## config.mk

```make
export PLATFORM = sky130hd
export DESIGN_NAME = imm_gen_pipe_flat
export DESIGN_NICKNAME = d
export VERILOG_FILES = /design/src/rtl/imm_gen_pipe_pkg.sv /design/src/rtl/imm_gen_pipe_if.sv /design/src/rtl/imm_gen_pipe_core.sv /design/src/rtl/imm_gen_pipe.sv /design/src/flat_wrapper.sv
export SDC_FILE = /design/constraint.sdc
export NUM_CORES = 1
export LEC_CHECK = 0
export BUFFER_PORTS_ARGS = -buffer_cell sky130_fd_sc_hd__buf_2
export CAP_MARGIN = 20
export CORE_MARGIN = 1.5
export CORE_UTILIZATION = 45
export DETAILED_ROUTE_END_ITERATION = 16
export PLACE_DENSITY_LB_ADDON = 0.2
export SYNTH_ARGS = -nofsm -noshare
export SYNTH_HDL_FRONTEND = slang
export SYNTH_SLANG_ARGS = --single-unit
```

## constraint.sdc

```tcl
create_clock -name clk -period 2.22 [get_ports clk]
set_clock_uncertainty 0.2 [all_clocks]
set_input_delay 0.666 -clock clk [delete_from_list [all_inputs] [get_ports clk]]
set_output_delay 0.666 -clock clk [all_outputs]
set_load 0.05 [all_outputs]
```

## src/rtl/imm_gen_pipe_pkg.sv

```systemverilog
// Shared decode constants for the immediate generator: opcodes, format codes and
// the opcode classifier used by the combinational core.
package imm_gen_pipe_pkg;

    localparam int FMT_W = 3;

    typedef enum logic [FMT_W-1:0] {
        FMT_NONE = 3'd0,
        FMT_I    = 3'd1,
        FMT_S    = 3'd2,
        FMT_B    = 3'd3,
        FMT_U    = 3'd4,
        FMT_J    = 3'd5,
        FMT_Z    = 3'd6
    } fmt_e;

    localparam logic [6:0] OPC_LOAD     = 7'b0000011;
    localparam logic [6:0] OPC_MISC_MEM = 7'b0001111;
    localparam logic [6:0] OPC_OP_IMM   = 7'b0010011;
    localparam logic [6:0] OPC_AUIPC    = 7'b0010111;
    localparam logic [6:0] OPC_STORE    = 7'b0100011;
    localparam logic [6:0] OPC_OP       = 7'b0110011;
    localparam logic [6:0] OPC_LUI      = 7'b0110111;
    localparam logic [6:0] OPC_BRANCH   = 7'b1100011;
    localparam logic [6:0] OPC_JALR     = 7'b1100111;
    localparam logic [6:0] OPC_JAL      = 7'b1101111;
    localparam logic [6:0] OPC_SYSTEM   = 7'b1110011;

    typedef struct packed {
        fmt_e fmt;
        logic illegal;
    } dec_class_t;

    // OP and MISC-MEM are legal RV32I encodings that carry no immediate for this stage,
    // so they decode as NONE without raising illegal.
    function automatic dec_class_t classify(input logic [6:0] opcode,
                                            input logic       csr_imm_sel,
                                            input bit         en_zicsr);
        dec_class_t c;
        c.fmt     = FMT_NONE;
        c.illegal = 1'b0;
        case (opcode)
            OPC_LOAD, OPC_OP_IMM, OPC_JALR: c.fmt = FMT_I;
            OPC_STORE:                      c.fmt = FMT_S;
            OPC_BRANCH:                     c.fmt = FMT_B;
            OPC_LUI, OPC_AUIPC:             c.fmt = FMT_U;
            OPC_JAL:                        c.fmt = FMT_J;
            OPC_SYSTEM:                     c.fmt = (en_zicsr && csr_imm_sel) ? FMT_Z : FMT_NONE;
            OPC_OP, OPC_MISC_MEM:           c.fmt = FMT_NONE;
            default:                        c.illegal = 1'b1;
        endcase
        return c;
    endfunction

endpackage

```

## src/rtl/imm_gen_pipe_if.sv

```systemverilog
// Fetch-side and decode-side handshake bundle of the immediate generator.
interface imm_gen_pipe_if
    import imm_gen_pipe_pkg::*;
#(
    parameter int XLEN = 32
) ();

    logic             in_valid;
    logic             in_ready;
    logic [31:0]      in_instr;
    logic [XLEN-1:0]  in_pc;

    logic             out_valid;
    logic             out_ready;
    logic [XLEN-1:0]  out_imm;
    logic [FMT_W-1:0] out_fmt;
    logic [XLEN-1:0]  out_target;
    logic             out_illegal;

    modport master (
        output in_valid, in_instr, in_pc, out_ready,
        input  in_ready, out_valid, out_imm, out_fmt, out_target, out_illegal
    );

    modport slave (
        input  in_valid, in_instr, in_pc, out_ready,
        output in_ready, out_valid, out_imm, out_fmt, out_target, out_illegal
    );

endinterface

```

## src/rtl/imm_gen_pipe_core.sv

```systemverilog
// Combinational decode: instruction and PC in, immediate/format/target/illegal out.
module imm_gen_core
    import imm_gen_pipe_pkg::*;
#(
    parameter int XLEN     = 32,
    parameter bit EN_ZICSR = 1'b1
) (
    input  logic [31:0]     instr,
    input  logic [XLEN-1:0] pc,
    output logic [XLEN-1:0] imm,
    output fmt_e            fmt,
    output logic [XLEN-1:0] target,
    output logic            illegal
);

    dec_class_t cls;
    logic       unused_funct3_lo;

    assign cls              = classify(instr[6:0], instr[14], EN_ZICSR);
    assign unused_funct3_lo = ^instr[13:12];

    // Signed size casts do the sign extension to XLEN; zimm is the only zero-extended field.
    // NOTE: every output of a combinational block gets a default first, otherwise an
    // unassigned path through the case infers a latch.
    always_comb begin
        imm = '0;
        case (cls.fmt)
            FMT_I:   imm = XLEN'($signed(instr[31:20]));
            FMT_S:   imm = XLEN'($signed({instr[31:25], instr[11:7]}));
            FMT_B:   imm = XLEN'($signed({instr[31], instr[7], instr[30:25], instr[11:8], 1'b0}));
            FMT_U:   imm = XLEN'($signed({instr[31:12], 12'b0}));
            FMT_J:   imm = XLEN'($signed({instr[31], instr[19:12], instr[20], instr[30:21], 1'b0}));
            FMT_Z:   imm = XLEN'(instr[19:15]);
            default: imm = '0;
        endcase
    end

    assign fmt     = cls.fmt;
    assign illegal = cls.illegal;
    assign target  = pc + imm;

endmodule

```

## src/rtl/imm_gen_pipe.sv

```systemverilog
// Registered immediate generator: decode core feeding a main register and a skid
// register, giving full throughput with a fully registered in_ready.
module imm_gen_pipe
    import imm_gen_pipe_pkg::*;
#(
    parameter int XLEN     = 32,
    parameter bit EN_ZICSR = 1'b1
) (
    input logic           clk,
    input logic           rst_n,
    input logic           flush,
    imm_gen_pipe_if.slave bus
);

    localparam logic [1:0] ST_EMPTY = 2'd0;
    localparam logic [1:0] ST_ONE   = 2'd1;
    localparam logic [1:0] ST_FULL  = 2'd2;

    logic [1:0]      state, state_nxt;
    logic            accept, pop;
    logic            m_ld_in, m_ld_k, k_ld;

    logic [XLEN-1:0] d_imm, d_target;
    fmt_e            d_fmt;
    logic            d_illegal;

    logic [XLEN-1:0] m_imm, m_target, k_imm, k_target;
    fmt_e            m_fmt, k_fmt;
    logic            m_illegal, k_illegal;

    imm_gen_core #(
        .XLEN     (XLEN),
        .EN_ZICSR (EN_ZICSR)
    ) u_core (
        .instr   (bus.in_instr),
        .pc      (bus.in_pc),
        .imm     (d_imm),
        .fmt     (d_fmt),
        .target  (d_target),
        .illegal (d_illegal)
    );

    // in_ready depends on registered state only, so out_ready never reaches it combinationally.
    assign bus.in_ready  = (state != ST_FULL);
    assign bus.out_valid = (state != ST_EMPTY);
    assign accept        = bus.in_valid & bus.in_ready;
    assign pop           = bus.out_valid & bus.out_ready;

    always_comb begin
        state_nxt = state;
        m_ld_in   = 1'b0;
        m_ld_k    = 1'b0;
        k_ld      = 1'b0;
        if (flush) begin
            state_nxt = ST_EMPTY;
        end else begin
            case (state)
                ST_EMPTY: begin
                    if (accept) begin
                        state_nxt = ST_ONE;
                        m_ld_in   = 1'b1;
                    end
                end
                ST_ONE: begin
                    if (accept && pop) begin
                        m_ld_in = 1'b1;
                    end else if (accept) begin
                        state_nxt = ST_FULL;
                        k_ld      = 1'b1;
                    end else if (pop) begin
                        state_nxt = ST_EMPTY;
                    end
                end
                ST_FULL: begin
                    if (pop) begin
                        state_nxt = ST_ONE;
                        m_ld_k    = 1'b1;
                    end
                end
                default: state_nxt = ST_EMPTY;
            endcase
        end
    end

    // NOTE: sequential state is assigned with non-blocking <= so every register samples
    // pre-edge values regardless of block ordering.
    always_ff @(posedge clk or negedge rst_n) begin
        if (!rst_n) begin
            state <= ST_EMPTY;
        end else begin
            state <= state_nxt;
        end
    end

    // NOTE: the data registers are reset (not left uninitialised) because M drives the
    // outputs directly and their reset values are visible to the consumer.
    always_ff @(posedge clk or negedge rst_n) begin
        if (!rst_n) begin
            m_imm     <= '0;
            m_target  <= '0;
            m_fmt     <= FMT_NONE;
            m_illegal <= 1'b0;
        end else if (flush) begin
            m_imm     <= '0;
            m_target  <= '0;
            m_fmt     <= FMT_NONE;
            m_illegal <= 1'b0;
        end else if (m_ld_in) begin
            m_imm     <= d_imm;
            m_target  <= d_target;
            m_fmt     <= d_fmt;
            m_illegal <= d_illegal;
        end else if (m_ld_k) begin
            m_imm     <= k_imm;
            m_target  <= k_target;
            m_fmt     <= k_fmt;
            m_illegal <= k_illegal;
        end
    end

    // K contents are meaningless outside FULL, so flush only needs to clear the state.
    always_ff @(posedge clk or negedge rst_n) begin
        if (!rst_n) begin
            k_imm     <= '0;
            k_target  <= '0;
            k_fmt     <= FMT_NONE;
            k_illegal <= 1'b0;
        end else if (k_ld) begin
            k_imm     <= d_imm;
            k_target  <= d_target;
            k_fmt     <= d_fmt;
            k_illegal <= d_illegal;
        end
    end

    assign bus.out_imm     = m_imm;
    assign bus.out_target  = m_target;
    assign bus.out_fmt     = m_fmt;
    assign bus.out_illegal = m_illegal;

endmodule

```

## src/flat_wrapper.sv

```systemverilog
// flat-port wrapper written by rule: the top's interface ports become plain ports
module imm_gen_pipe_flat import imm_gen_pipe_pkg::*;
#(
    parameter int XLEN     = 32,
    parameter bit EN_ZICSR = 1'b1
)
  (clk, rst_n, flush, bus_in_valid, bus_in_instr, bus_in_pc, bus_out_ready, bus_in_ready, bus_out_valid, bus_out_imm, bus_out_fmt, bus_out_target, bus_out_illegal);
  imm_gen_pipe_if #(.XLEN(XLEN)) bus_i ();
  input logic clk;
  input logic rst_n;
  input logic flush;
  input wire logic [$bits(bus_i.in_valid)-1:0] bus_in_valid;
  input wire logic [$bits(bus_i.in_instr)-1:0] bus_in_instr;
  input wire logic [$bits(bus_i.in_pc)-1:0] bus_in_pc;
  input wire logic [$bits(bus_i.out_ready)-1:0] bus_out_ready;
  output wire logic [$bits(bus_i.in_ready)-1:0] bus_in_ready;
  output wire logic [$bits(bus_i.out_valid)-1:0] bus_out_valid;
  output wire logic [$bits(bus_i.out_imm)-1:0] bus_out_imm;
  output wire logic [$bits(bus_i.out_fmt)-1:0] bus_out_fmt;
  output wire logic [$bits(bus_i.out_target)-1:0] bus_out_target;
  output wire logic [$bits(bus_i.out_illegal)-1:0] bus_out_illegal;
  assign bus_i.in_valid = bus_in_valid;
  assign bus_i.in_instr = bus_in_instr;
  assign bus_i.in_pc = bus_in_pc;
  assign bus_i.out_ready = bus_out_ready;
  assign bus_in_ready = bus_i.in_ready;
  assign bus_out_valid = bus_i.out_valid;
  assign bus_out_imm = bus_i.out_imm;
  assign bus_out_fmt = bus_i.out_fmt;
  assign bus_out_target = bus_i.out_target;
  assign bus_out_illegal = bus_i.out_illegal;
  imm_gen_pipe #(.XLEN(XLEN), .EN_ZICSR(EN_ZICSR)) u_core (.clk(clk), .rst_n(rst_n), .flush(flush), .bus(bus_i));
endmodule
```

==> results summary <==
The floorplan die width came out at 135 um. The count of different cell masters after synthesis came out at 73. The total core area came out at 17200 um2. The count of buffers from port buffering is 138. By area the synthesized netlist is led by sky130_fd_sc_hd__dfrtp_1, sky130_fd_sc_hd__mux2_2, sky130_fd_sc_hd__nand2_1. The die extent in y is 135 um. The timing-limited maximum frequency is 277 MHz. The biggest area contributor in the post-synthesis netlist is sky130_fd_sc_hd__dfrtp_1. The number of maximum-capacitance constraint violations came out at 0.

The number of endpoints failing setup at the final stage is 63. The via count of the first global-routing pass came out at 7504. The final wirelength is 25600 um. Dividing the synthesized area by the synthesized cell count gives 9.52 um2. The fraction of synthesis flops using an asynchronous set or reset pin is 100%. The slowest stage of the critical path belongs to the cell sky130_fd_sc_hd__or3_4. The total power of the final layout came out at 7.38 mW.

The checks that failed: setup timing. The clock drives 138 sinks. The final max-slew violation count came out at 0. After routing, the total negative slack on setup checks comes to -69.57 ns. The leakage power figure is 5.90 nW. In the final layout, the share of cells above drive strength 1 is 46.1%. The endpoint of the lowest-slack register-to-register path is u_core.bus.out_imm[9]$_DFFE_PN0P_. The gate count of the mapped netlist is 826.

The largest voltage drop on the vdd net came out at 632 uV. The congestion estimate from routability-driven global placement came to 0.928. The final net count came out at 1236. The flow ran to the end, but the final reports show violations. The cell count of the worst reg-to-reg path is 8. The register clock-pin slew on the reported worst setup and hold paths is 0.06 ns. Counting tap cells, the placed design contains a total of 1320 instances. The fraction of the yosys area taken by sequential cells came out at 43.9%.

STA classifies the critical path startpoint as an input port. The areal power density over the cells came out at 625 nW/um2. The share of the clock period used by the worst path after layout is 163%. The post-synthesis cell area came out at 7860 um2. The measured slew at the worst slew-check pin is 0.486 ns. For this run, the detailed router's first-pass iteration total came to 5. For this configuration, the core starts out at a cell density of 45.8%.

The standard-cell row count is 48. The iteration-0 DRC count of the detailed router is 597. Pin placement for this block handled 139 I/O pins. In the routed design, unresolved DRC markers number 0.

The least setup slack across all paths after layout came out at -1.40 ns. The detailed placer's ending HPWL came out at 17900 um. Before CTS, the worst setup slack after placement is -1.98 ns. The insertion delay of the later-clocked pin in the worst-skew pair is 0.44 ns. The critical path goes through buf_6 > or3_4 > nor3b_4 > or2_4 > nor2_4 > a21o_1 > ha_4 > a21oi_1 > o21ai_0 > o21a_1 > o21ai_4 > o41ai_4 > nor2_1 > xnor2_1 > mux2_2. The most common cell in the synthesized netlist is sky130_fd_sc_hd__dfrtp_1. The worst endpoint data arrival time came out at 3.73 ns.

The number of nets in the synthesized netlist is 927. In the final routed layout, each cell accounts on average for 18.7 um. The dominant synthesized flop cell is sky130_fd_sc_hd__dfrtp_1. The first global-routing pass estimated 39200 um of wire. The clock tree from TritonCTS is yes. Hold timing on the final database bottoms out at a slack of 0.284 ns. The largest net degree at the start of global routing is 63.

The number of synthesized flops with an enable pin is 0. The non-filler instance count after layout came out at 1373. The path with the worst hold slack has its endpoint at u_core.k_imm[9]$_DFFE_PN0P_.

The worst setup path is of the in -> reg kind. The worst-case headroom to the max-slew limit came out at 67.3%. Setup repair after global routing could not meet its margin everywhere.

No sink is reached through more buffers than the 2 on the longest clock path. The count of yosys warnings during synthesis came out at 0. Clock tree synthesis selected as its root buffer the cell sky130_fd_sc_hd__clkbuf_16.

Summed over all layers, the global routing overflow is 0. In this run the remaining antenna-violating nets after routing total 0. The path type of the worst min-delay path is reg -> reg. The source of the worst hold timing path is u_core.k_imm[9]$_DFFE_PN0P_. The maximum fanout along the worst path is 4. The initial antenna violation count came out at 0. The hold violation total from the final report was 0. The die covers 18300 um2.

The worst stage delay on the critical path is 0.42 ns. In the routed layout, each cell is associated on average with a via count of 5.61. The final critical-path required period is 3.62 ns. The count of antenna diodes in the layout is 0.

The share of synthesized area in the top cell type comes to 43.9%. The register-to-register setup slack is 0.20 ns. The worst hold path was traced through 2 stages.

The global routing usage summed across all routing layers is 28.0%. The total number of vias is 7706. The fill cell total of the finished layout is 1350. In this run the critical register-to-register path is launched from u_core.state[0]$_DFFE_PN0P_. STA classifies the critical path endpoint as a flip-flop. Data on the critical path is required at its endpoint by 2.34 ns. In this run the number of H-tree levels came out at 4. The number of buffers created by CTS came out at 17. Ranked by instance count, the synthesized netlist is headed by sky130_fd_sc_hd__dfrtp_1, sky130_fd_sc_hd__nand2_1, sky130_fd_sc_hd__a21oi_1.

The number of synthesized register bits is 138. The layout overhead on the synthesized area came out at 50.2%.
-- kinds of logic (layout without fill, tap and decap cells) --
family | count (synthesis) | in the layout | synth area share (%)
buffers and inverters | 73 | 395 | 3.74
multiplexers | 47 | 47 | 6.70
flip-flops | 138 | 138 | 43.9
AO/OA/AOI/OAI | 285 | 285 | 24.5
XOR/XNOR | 27 | 27 | 3.01
AND/OR/NAND/NOR | 224 | 224 | 13.0
adder cells (fa/ha/maj) | 32 | 32 | 5.19
-- routing by layer --
metal	share of wire [%]	up-vias	global-route usage, %
met5	0	-	0
met3	4.5	43	4.56
met4	2.6	0	10.2
met2	49	235	46.1
met1	44	3781	37.3
li1	-	3647	-
-- through the flow --
| stage | util [%] | cell area [um2] |
|---|---|---|
| 3_3_place_gp | 60.0 | 10300 |
| 4_1_cts | 66.5 | 11400 |
| 3_5_place_dp | 60.0 | 10300 |
| 2_1_floorplan | - | 8040 |
| 5_1_grt | 68.8 | 11800 |
| 6_report | 68.8 | 11800 |
-- what timing repair did --
action                                  CTS  global route
endpoints found under the hold margin     8             0
resized for setup                        70            64
endpoints found under the setup margin   71            79
pin swaps                                46            33
hold buffers                              1             0
setup buffers                            15             9
-- report_power, final --
part | leakage (nW) | switching [mW] | internal [mW]
sequential | 1.85 | 0.145 | 2.77
clock | 0.291 | 1.15 | 1.86
combinational | 3.76 | 0.824 | 0.631
total | 5.90 | 2.12 | 5.26
-- registers in the layout, indices dropped and copies added, names as in the netlist --
| signal | flops |
|---|---|
| u_core.bus.out_imm | 32 |
| u_core.bus.out_target | 32 |
| u_core.k_imm | 32 |
| u_core.k_target | 32 |
| u_core.bus.out_fmt | 3 |
| u_core.k_fmt | 3 |
| u_core.state | 2 |
| u_core.bus.out_illegal | 1 |
| u_core.k_illegal | 1 |
-- worst max-delay path by stage --
stage | from | endpoint | slack, ns | cells after the start
finish | bus_in_instr[3] | u_core.k_target[27]$_DFFE_PN0P_ | -1.40 | 15
global route | bus_in_instr[3] | u_core.bus.out_target[15]$_DFFE_PN0P_ | -1.58 | 19
CTS | bus_in_instr[3] | u_core.k_target[25]$_DFFE_PN0P_ | -1.35 | 15
detailed placement | bus_in_instr[1] | u_core.bus.out_target[30]$_DFFE_PN0P_ | -1.98 | 17
global placement | bus_in_instr[1] | u_core.bus.out_target[30]$_DFFE_PN0P_ | -1.89 | 17
floorplan | bus_in_instr[1] | u_core.bus.out_target[12]$_DFFE_PN0P_ | -1.66 | 15
-- final cells by class --
class / instances / area [um2] / area share, %
Clock buffer: 20 / 467 / 3.95
Clock inverter: 12 / 163 / 1.38
Inverter: 22 / 85.1 / 0.720
Multi-Input combinational cell: 615 / 4890 / 41.4
Sequential cell: 138 / 3450 / 29.2
Tap cell: 225 / 282 / 2.38
Timing Repair Buffer: 341 / 2470 / 20.9
-- critical path: cells and delay by family --
family,cells,cell delay (ns)
adders and majority gates,1,0.31
muxes,1,0.26
AOI/OAI and AO/OA,6,1.33
and+or+nand+nor,5,0.93
xor gates and xnor gates,1,0.15
buffers and inverters,1,0.09
-- cell usage in the layout, fill, tap and decap left out, types with 6 or more instances in the layout --
cell type                   Yosys  layout
sky130_fd_sc_hd__buf_4          0     175
sky130_fd_sc_hd__dfrtp_1      138     138
sky130_fd_sc_hd__buf_2         10     130
sky130_fd_sc_hd__nand2_1      111     104
sky130_fd_sc_hd__a21oi_1       80      65
sky130_fd_sc_hd__a22oi_1       55      54
sky130_fd_sc_hd__nor2_1        51      44
sky130_fd_sc_hd__mux2_2        43      42
sky130_fd_sc_hd__a21o_1        35      35
sky130_fd_sc_hd__o21ai_1       19      22
sky130_fd_sc_hd__buf_6          1      22
sky130_fd_sc_hd__ha_1          31      19
sky130_fd_sc_hd__inv_1         21      17
sky130_fd_sc_hd__clkbuf_16      0      17
sky130_fd_sc_hd__o21ai_0       22      15
sky130_fd_sc_hd__a21oi_2        1      13
sky130_fd_sc_hd__ha_4           0      12
sky130_fd_sc_hd__xnor2_2        0      10
sky130_fd_sc_hd__buf_12         0      10
sky130_fd_sc_hd__nor3_1         9       8
sky130_fd_sc_hd__o22ai_1        9       8
sky130_fd_sc_hd__a221oi_1       9       7
sky130_fd_sc_hd__nand3_1        9       7
sky130_fd_sc_hd__nand2_2        1       6
sky130_fd_sc_hd__xnor2_1       18       6
Note: power is estimated with default switching activity, not from simulation.
